--- src/rtl/ysyx_23060221_icache_pkg.sv ---
`default_nettype none
//============================================================================
// Module : ysyx_23060221_icache_pkg
// Brief  : Shared FSM encoding, AXI constants and address-field widths for
//          the direct-mapped instruction cache.
// Rev    : 1.0  initial release
//============================================================================
package ysyx_23060221_icache_pkg;

    typedef enum logic [2:0] {
        ST_IDLE    = 3'd0,
        ST_LOOKUP  = 3'd1,
        ST_MISS_AR = 3'd2,
        ST_REFILL  = 3'd3,
        ST_RESP    = 3'd4
    } state_t;

    localparam logic [1:0] BURST_INCR  = 2'b01;
    localparam logic [2:0] SIZE_4B     = 3'b010;
    localparam logic [1:0] RESP_OKAY   = 2'b00;
    localparam logic [1:0] RESP_SLVERR = 2'b10;

    localparam int ADDR_W     = 32;
    localparam int DATA_W     = 32;
    localparam int BYTE_OFF_W = 2;
    localparam int ID_W       = 4;

endpackage
`default_nettype wire

--- src/rtl/ysyx_23060221_icache_array.sv ---
`default_nettype none
//============================================================================
// Module : ysyx_23060221_icache_array
// Brief  : Tag, valid and data storage; one combinational read port and one
//          word-write port that also updates the line's tag/valid.
// Rev    : 1.0  initial release
//============================================================================
module ysyx_23060221_icache_array
    import ysyx_23060221_icache_pkg::*;
#(
    parameter int NUM_LINES  = 16,
    parameter int LINE_WORDS = 4,
    parameter int TAG_W      = 24,
    parameter int IDX_W      = $clog2(NUM_LINES),
    parameter int OFF_W      = $clog2(LINE_WORDS)
) (
    input  logic              clk,
    input  logic              rst,
    input  logic              flush_all,
    input  logic [IDX_W-1:0]  rd_index,
    input  logic [OFF_W-1:0]  rd_offset,
    output logic              rd_valid,
    output logic [TAG_W-1:0]  rd_tag,
    output logic [DATA_W-1:0] rd_data,
    input  logic              wr_en,
    input  logic [IDX_W-1:0]  wr_index,
    input  logic [OFF_W-1:0]  wr_offset,
    input  logic [DATA_W-1:0] wr_data,
    input  logic              meta_we,
    input  logic [TAG_W-1:0]  meta_tag,
    input  logic              meta_valid
);

    logic [DATA_W-1:0]    r_data [NUM_LINES][LINE_WORDS];
    logic [TAG_W-1:0]     r_tag  [NUM_LINES];
    logic [NUM_LINES-1:0] r_valid;

    // Payload arrays carry no reset; only the valid bits define cache state.
    always_ff @(posedge clk) begin
        if (wr_en) begin
            r_data[wr_index][wr_offset] <= wr_data;
        end
        if (meta_we) begin
            r_tag[wr_index] <= meta_tag;
        end
    end

    always_ff @(posedge clk or posedge rst) begin
        if (rst) begin
            r_valid <= '0;
        end else if (flush_all) begin
            r_valid <= '0;
        end else if (meta_we) begin
            r_valid[wr_index] <= meta_valid;
        end
    end

    assign rd_valid = r_valid[rd_index];
    assign rd_tag   = r_tag[rd_index];
    assign rd_data  = r_data[rd_index][rd_offset];

endmodule
`default_nettype wire

--- src/rtl/ysyx_23060221_icache.sv ---
`default_nettype none
//============================================================================
// Module : ysyx_23060221_icache
// Brief  : Direct-mapped blocking I-cache, AXI-style fetch slave and burst
//          refill master. Define ICACHE_PERF_EN to add hit/miss counters.
// Rev    : 1.0  initial release
//============================================================================
module ysyx_23060221_icache
    import ysyx_23060221_icache_pkg::*;
#(
    parameter int NUM_LINES  = 16,
    parameter int LINE_WORDS = 4
) (
    input  logic              clk,
    input  logic              rst,
    input  logic              flush,
    input  logic              s_arvalid,
    output logic              s_arready,
    input  logic [ADDR_W-1:0] s_araddr,
    output logic              s_rvalid,
    input  logic              s_rready,
    output logic [DATA_W-1:0] s_rdata,
    output logic [1:0]        s_rresp,
    output logic              s_rlast,
    output logic [ID_W-1:0]   s_rid,
    output logic              m_arvalid,
    input  logic              m_arready,
    output logic [ADDR_W-1:0] m_araddr,
    output logic [ID_W-1:0]   m_arid,
    output logic [7:0]        m_arlen,
    output logic [2:0]        m_arsize,
    output logic [1:0]        m_arburst,
    input  logic              m_rvalid,
    output logic              m_rready,
    input  logic [DATA_W-1:0] m_rdata,
    input  logic [1:0]        m_rresp,
    input  logic              m_rlast
`ifdef ICACHE_PERF_EN
    ,
    output logic [31:0]       perf_hit,
    output logic [31:0]       perf_miss
`endif
);

    localparam int c_off_w = $clog2(LINE_WORDS);
    localparam int c_idx_w = $clog2(NUM_LINES);
    localparam int c_tag_w = ADDR_W - c_idx_w - c_off_w - BYTE_OFF_W;
    localparam logic [c_off_w-1:0] c_last_beat = c_off_w'(LINE_WORDS - 1);

    state_t              r_state;
    state_t              w_state_next;
    logic [ADDR_W-1:0]   r_addr;
    logic [DATA_W-1:0]   r_rdata;
    logic [1:0]          r_rresp;
    logic [1:0]          r_acc_resp;
    logic [c_off_w-1:0]  r_beat;

    logic [c_idx_w-1:0]  w_index;
    logic [c_off_w-1:0]  w_offset;
    logic [c_tag_w-1:0]  w_tag;
    logic                rd_valid;
    logic [c_tag_w-1:0]  rd_tag;
    logic [DATA_W-1:0]   rd_data;
    logic                w_hit;
    logic                w_beat;
    logic                w_last;
    logic                w_short;
    logic [1:0]          w_final_resp;
    logic                w_unused;

    assign w_index  = r_addr[BYTE_OFF_W + c_off_w +: c_idx_w];
    assign w_offset = r_addr[BYTE_OFF_W +: c_off_w];
    assign w_tag    = r_addr[ADDR_W-1 -: c_tag_w];
    assign w_unused = &{1'b0, r_addr[BYTE_OFF_W-1:0]};

    assign w_hit        = rd_valid && (rd_tag == w_tag);
    assign w_beat       = (r_state == ST_REFILL) && m_rvalid;
    assign w_last       = w_beat && m_rlast;
    assign w_short      = (r_beat != c_last_beat);
    // First non-OKAY response of the burst wins; the current beat counts too.
    assign w_final_resp = (r_acc_resp == RESP_OKAY) ? m_rresp : r_acc_resp;

    ysyx_23060221_icache_array #(
        .NUM_LINES  (NUM_LINES),
        .LINE_WORDS (LINE_WORDS),
        .TAG_W      (c_tag_w),
        .IDX_W      (c_idx_w),
        .OFF_W      (c_off_w)
    ) u_array (
        .clk        (clk),
        .rst        (rst),
        .flush_all  ((r_state == ST_IDLE) && flush),
        .rd_index   (w_index),
        .rd_offset  (w_offset),
        .rd_valid   (rd_valid),
        .rd_tag     (rd_tag),
        .rd_data    (rd_data),
        .wr_en      (w_beat),
        .wr_index   (w_index),
        .wr_offset  (r_beat),
        .wr_data    (m_rdata),
        .meta_we    (w_last),
        .meta_tag   (w_tag),
        .meta_valid (!w_short && (w_final_resp == RESP_OKAY))
    );

    always_ff @(posedge clk or posedge rst) begin
        if (rst) begin
            r_state <= ST_IDLE;
        end else begin
            r_state <= w_state_next;
        end
    end

    always_comb begin
        w_state_next = r_state;
        case (r_state)
            ST_IDLE:    if (s_arvalid && s_arready) w_state_next = ST_LOOKUP;
            ST_LOOKUP:  w_state_next = w_hit ? ST_RESP : ST_MISS_AR;
            ST_MISS_AR: if (m_arready) w_state_next = ST_REFILL;
            ST_REFILL:  if (w_last) w_state_next = ST_RESP;
            ST_RESP:    if (s_rready) w_state_next = ST_IDLE;
            default:    w_state_next = ST_IDLE;
        endcase
    end

    always_ff @(posedge clk or posedge rst) begin
        if (rst) begin
            r_addr     <= '0;
            r_rdata    <= '0;
            r_rresp    <= RESP_OKAY;
            r_acc_resp <= RESP_OKAY;
            r_beat     <= '0;
        end else begin
            case (r_state)
                ST_IDLE: begin
                    if (s_arvalid && s_arready) begin
                        r_addr     <= s_araddr;
                        r_beat     <= '0;
                        r_acc_resp <= RESP_OKAY;
                    end
                end
                ST_LOOKUP: begin
                    if (w_hit) begin
                        r_rdata <= rd_data;
                        r_rresp <= RESP_OKAY;
                    end
                end
                ST_REFILL: begin
                    if (m_rvalid) begin
                        r_beat <= r_beat + c_off_w'(1);
                        if (r_beat == w_offset) begin
                            r_rdata <= m_rdata;
                        end
                        if (r_acc_resp == RESP_OKAY) begin
                            r_acc_resp <= m_rresp;
                        end
                        if (m_rlast) begin
                            r_rresp <= w_short ? RESP_SLVERR : w_final_resp;
                        end
                    end
                end
                default: ;
            endcase
        end
    end

    // rst gates s_arready because the async reset parks the FSM in IDLE.
    assign s_arready = (r_state == ST_IDLE) && !flush && !rst;
    assign s_rvalid  = (r_state == ST_RESP);
    assign s_rdata   = r_rdata;
    assign s_rresp   = r_rresp;
    assign s_rlast   = s_rvalid;
    assign s_rid     = '0;
    assign m_arvalid = (r_state == ST_MISS_AR);
    assign m_araddr  = {w_tag, w_index, {(c_off_w + BYTE_OFF_W){1'b0}}};
    assign m_arid    = '0;
    assign m_arlen   = 8'(LINE_WORDS - 1);
    assign m_arsize  = SIZE_4B;
    assign m_arburst = BURST_INCR;
    assign m_rready  = (r_state == ST_REFILL);

`ifdef ICACHE_PERF_EN
    logic [31:0] r_perf_hit;
    logic [31:0] r_perf_miss;

    always_ff @(posedge clk or posedge rst) begin
        if (rst) begin
            r_perf_hit  <= '0;
            r_perf_miss <= '0;
        end else if (r_state == ST_LOOKUP) begin
            if (w_hit && (r_perf_hit != '1)) begin
                r_perf_hit <= r_perf_hit + 32'd1;
            end else if (!w_hit && (r_perf_miss != '1)) begin
                r_perf_miss <= r_perf_miss + 32'd1;
            end
        end
    end

    assign perf_hit  = r_perf_hit;
    assign perf_miss = r_perf_miss;
`endif

endmodule
`default_nettype wire

--- config.mk ---
export PLATFORM = sky130hd
export DESIGN_NAME = ysyx_23060221_icache
export DESIGN_NICKNAME = d
export VERILOG_FILES = /design/src/rtl/ysyx_23060221_icache_pkg.sv /design/src/rtl/ysyx_23060221_icache_array.sv /design/src/rtl/ysyx_23060221_icache.sv
export SDC_FILE = /design/constraint.sdc
export NUM_CORES = 2
export LEC_CHECK = 0
export BUFFER_PORTS_ARGS = -buffer_cell sky130_fd_sc_hd__buf_2
export CAP_MARGIN = 10
export CORE_MARGIN = 1.5
export CORE_UTILIZATION = 56
export DETAILED_ROUTE_END_ITERATION = 10
export PLACE_DENSITY = 0.77
export SETUP_SLACK_MARGIN = 0.05
export SLEW_MARGIN = 10
export SYNTH_ARGS = -nofsm -noshare
export SYNTH_HDL_FRONTEND = slang
export SYNTH_HIERARCHICAL = 1
export SYNTH_SLANG_ARGS = --single-unit
--- constraint.sdc ---
create_clock -name clk -period 4.4 [get_ports clk]
set_clock_uncertainty 0.15 [all_clocks]
set_input_delay 0.44 -clock clk [delete_from_list [all_inputs] [get_ports clk]]
set_output_delay 0.44 -clock clk [all_outputs]
set_load 0.005 [all_outputs]
==> impl.org <==
** Timing
- In the finished design, the share of the clock period the worst path needs comes to 95.01%.
- Final setup violation count :: 0
- Slew at the pin with the worst max-slew slack :: 1255 ps
- Max-slew violation total from the final report :: 0
- Timing would allow up to 0.2392 GHz.
- Setup repair after global routing left no endpoint under its margin.
- In this run the tightest slew margin relative to its limit is 16.35%.
- Summed negative setup slack over all endpoints :: 0 ps
- Final hold violations :: 0
- Subtracting the final worst setup slack from the clock period gives 4180 ps.

** Worst setup path
- Setup slack on the worst reg-to-reg path comes out at 220 ps.
- Required time of the critical path :: 4980 ps
- The worst setup path is of the flop to flop kind.
- Critical path launch point type :: flop
- The critical path starts at r_addr[4]$_DFFE_PP0P_.
- Top fanout value on the critical path :: 32
- Cell family with most CP delay :: multiplexers
- The worst register-to-register path begins at r_addr[4]$_DFFE_PP0P_.
- The critical path goes through buf_4, buf_12, mux4_2, mux4_2, xnor2_1, nand2_1, nor4_2, nand3_1, o31ai_4, buf_12, mux2_2.
- Slowest cell on crit path :: sky130_fd_sc_hd__dfrtp_4
- Critical path data arrival time :: 4760 ps
- CP max stage delay :: 610 ps
- Number of buffer and inverter instances along the worst setup path :: 3
- Setup crit end kind :: flop
- Counting cells, the worst reg-to-reg path comes to 11.
- The endpoint identified for the worst register-to-register timing path is s_rdata[17]$_DFFE_PP0P_.

** Run status
- Run status :: complete, no violations

** Power
- The design draws 68.57 mW.
- The analysis attributes to cell leakage a power of 34.96 nW.
- For this design the ratio of total power to cell area is 619.9 nW/um^2.
- Worst IR drop on VDD :: 0.5307 mV

** Floorplan
- From left edge to right edge, the die measures 419.4 microns.
- The floorplan step defined a die boundary enclosing 175900 sq um.
- Once the floorplan was initialized, standard cells occupied 56.47% of the core.
- Number of rows in the core area :: 152
- The core region is 171900 sq um.
- Die height :: 419.4 microns
- Number of top-level pins :: 166

** Global route
- Global routing finished with a remaining overflow of 0.
- The initial antenna violation count was 13.
- Across every metal layer, demand over resource in global routing totals 28.92%.
- The number of global-route vias before repair was 49290.
- Maximum number of pins on one net before global-route repair :: 94
- Global-route wire length before repair :: 355400 microns

** Hold path
- The startpoint identified for the worst hold timing path is m_rdata[28].
- The tightest min-delay check is of the primary input to flop type.
- Worst hold path depth :: 1
- Hold path endpoint :: u_array/r_data[15][28]$_DFFE_PP_

** Synthesis
- Synthesized flop and latch total :: 2519
- In the post-synthesis netlist, the biggest area contributors are sky130_fd_sc_hd__edfxtp_1, sky130_fd_sc_hd__mux4_2, sky130_fd_sc_hd__dfrtp_1.
- Of the synthesized area, sequential elements account for 77.47%.
- Number of warnings printed during yosys synthesis :: 6
- Counting every instance in the synthesized netlist gives 4241.
- Cell Area, Synth :: 97080 sq um
- Synth async-reset ratio :: 3.454%
- Post-synth top area cell :: sky130_fd_sc_hd__edfxtp_1
- After synthesis, the largest area contributor takes up 75.22% of total cell area.
- Average cell area after synthesis :: 22.89 sq um
- Yosys mapped a number of flops with a built-in enable equal to 2432.
- Most used flip-flop cell after synthesis :: sky130_fd_sc_hd__edfxtp_1
- The synthesized netlist contains 52 unique library cells.

** Routing
- Detailed routing placed a total of 27800 microns of wire on met3.
- The pre-antenna-repair detailed-routing pass consisted of 8 iterations.
- The final layout contains routed wiring with a total length of 251700 microns.
- First-iteration detailed-routing DRC count :: 7019
- In the final routed layout, each cell accounts on average for 35.05 microns.
- Detailed routing inserted a total of 48470 vias.
- Routed metal-1 wire length :: 85760 microns
- Vias per inst :: 6.749
- DR top layer :: met5
- After detailed routing, the met2 layer carries 123300 microns of wire.
- The detail route stage leaves a number of antenna-violating nets equal to 0.
- After detailed routing, the number of remaining DRC violations is 0.

** Clock tree
- Clock-pin slew reported for the worst setup and hold paths after clock tree synthesis :: 70 ps
- Number of sinks driven by the clock tree :: 2519
- Clock latency of the later-clocked register in the worst-skew pair :: 840 ps
- TritonCTS built the clock tree.
- The H-tree was split into 4 levels.
- The tree is rooted in a sky130_fd_sc_hd__clkbuf_16.
- TritonCTS created 225 clock buffers.
- Longest Clk Path Bufs :: 3

** Place
- Port bufs :: 138
- Once placement completed, the tool counted placed cells totaling 6697.
- Weighted congestion reported at the end of routability-driven placement :: 0.8700
- Once placement finished, the instance area stood at 102600 sq um.
- HPWL reported at the end of detailed placement :: 130200 microns

** Finish
- End-of-flow core utilization :: 64.34%
- Post-route cell area :: 110600 sq um
- Registers take 75220 sq um.
- The area growth from synthesis to layout is 13.94%.
- For this run, the number of standard cells in the final layout without fillers is 7182.
- In the final design database the tool counted 4743 nets.
- Multi-input gate area in the final layout :: 20890 sq um
- Counting the fill cells in the layout gives 10560.
- In the layout the commonest cells are sky130_fd_sc_hd__edfxtp_1, sky130_fd_sc_hd__mux4_2, sky130_fd_sc_hd__clkbuf_16.
- Most common cell after layout, fill and taps aside :: sky130_fd_sc_hd__edfxtp_1
- Cells with a size suffix above 1 make up 32.55% of the layout.

** Run
- Count of maximum capacitance violations :: 0
-- registers in the layout (all words and copies together), names as in the netlist --
register         flops
u_array/r_data    2048
r_beat               2
r_addr              30
u_array/r_tag      384
s_rresp              2
s_rdata             32
u_array/r_valid     16
r_acc_resp           2
r_state              3
-- where the power goes --
group / leakage (nW) / internal [mW] / switching [mW]
sequential: 22.9 / 27.4 / 1.14
combinational: 8.39 / 8.96 / 11.2
clock: 3.64 / 11.2 / 8.60
-- per-stage QoR --
step                worst slack (ps)  hold WS (ps)
floorplan                      537.3         203.7
global placement               280.2         315.2
detailed placement             252.6         327.4
CTS                            174.1         21.37
global route                   80.97         34.44
finish                         219.6         42.95
-- synthesized netlist by cell type (all sizes together) (5+ instances only) --
cell type / count
mux2i: 41
edfxtp: 2432
nand3b: 7
nor2: 163
inv: 11
a31oi: 20
mux4: 692
a221oi: 5
nand2: 158
nor2b: 13
mux2: 72
or3b: 5
nand2b: 8
buf: 189
o22ai: 91
a21oi: 44
o21ai: 12
xnor2: 24
clkbuf: 85
nor3: 6
nand4: 6
o221ai: 26
nand3: 13
dfrtp: 87
-- layer usage --
| metal | track usage [%] | vias up |
|---|---|---|
| met5 | 0 | - |
| met4 | 14.98 | 10 |
| met3 | 6.612 | 636 |
| met2 | 46.51 | 3616 |
| met1 | 37.27 | 25500 |
| li1 | - | 18710 |
-- cell families after synthesis --
logic type / share of synthesized area [%]
adder cells (fa/ha/maj): 0.01289
buffers and inverters: 1.726
AO/OA/AOI/OAI: 1.388
multiplexers: 17.41
flip-flops: 77.47
other: 0.007736
XOR/XNOR: 0.2346
AND/OR/NAND/NOR: 1.754
-- final cells by class --
cell class                 count  share of cell area (%)
antenna                        8                 0.01810
multi-input combinational   1460                   18.89
clock inverter               137                   1.200
sequential                  2519                   68.00
timing repair buffer         451                   3.715
tap                         2310                   2.613
clock buffer                 286                   5.523
inverter                      11                 0.03846
-- worst max-delay path by stage --
| stage | slack (ps) | cells after the start | to |
|---|---|---|---|
| after floorplan | 540 | 13 | s_rdata[31]$_DFFE_PP0P_ |
| after CTS | 170 | 10 | s_rdata[30]$_DFFE_PP0P_ |
| final | 220 | 11 | s_rdata[17]$_DFFE_PP0P_ |
| after global placement | 280 | 10 | s_rdata[29]$_DFFE_PP0P_ |
| after global routing | 80 | 10 | r_state[2]$_DFFE_PP0P_ |
| after detailed placement | 250 | 10 | s_rdata[18]$_DFFE_PP0P_ |
-- what timing repair did --
action,4_1_cts,5_1_grt
endpoints found under the hold margin,308,0
resized for setup,0,1
buffers inserted,0,3
hold buffers,50,0
endpoints found under the setup margin,0,31
Power figures use the tool's default switching activity.
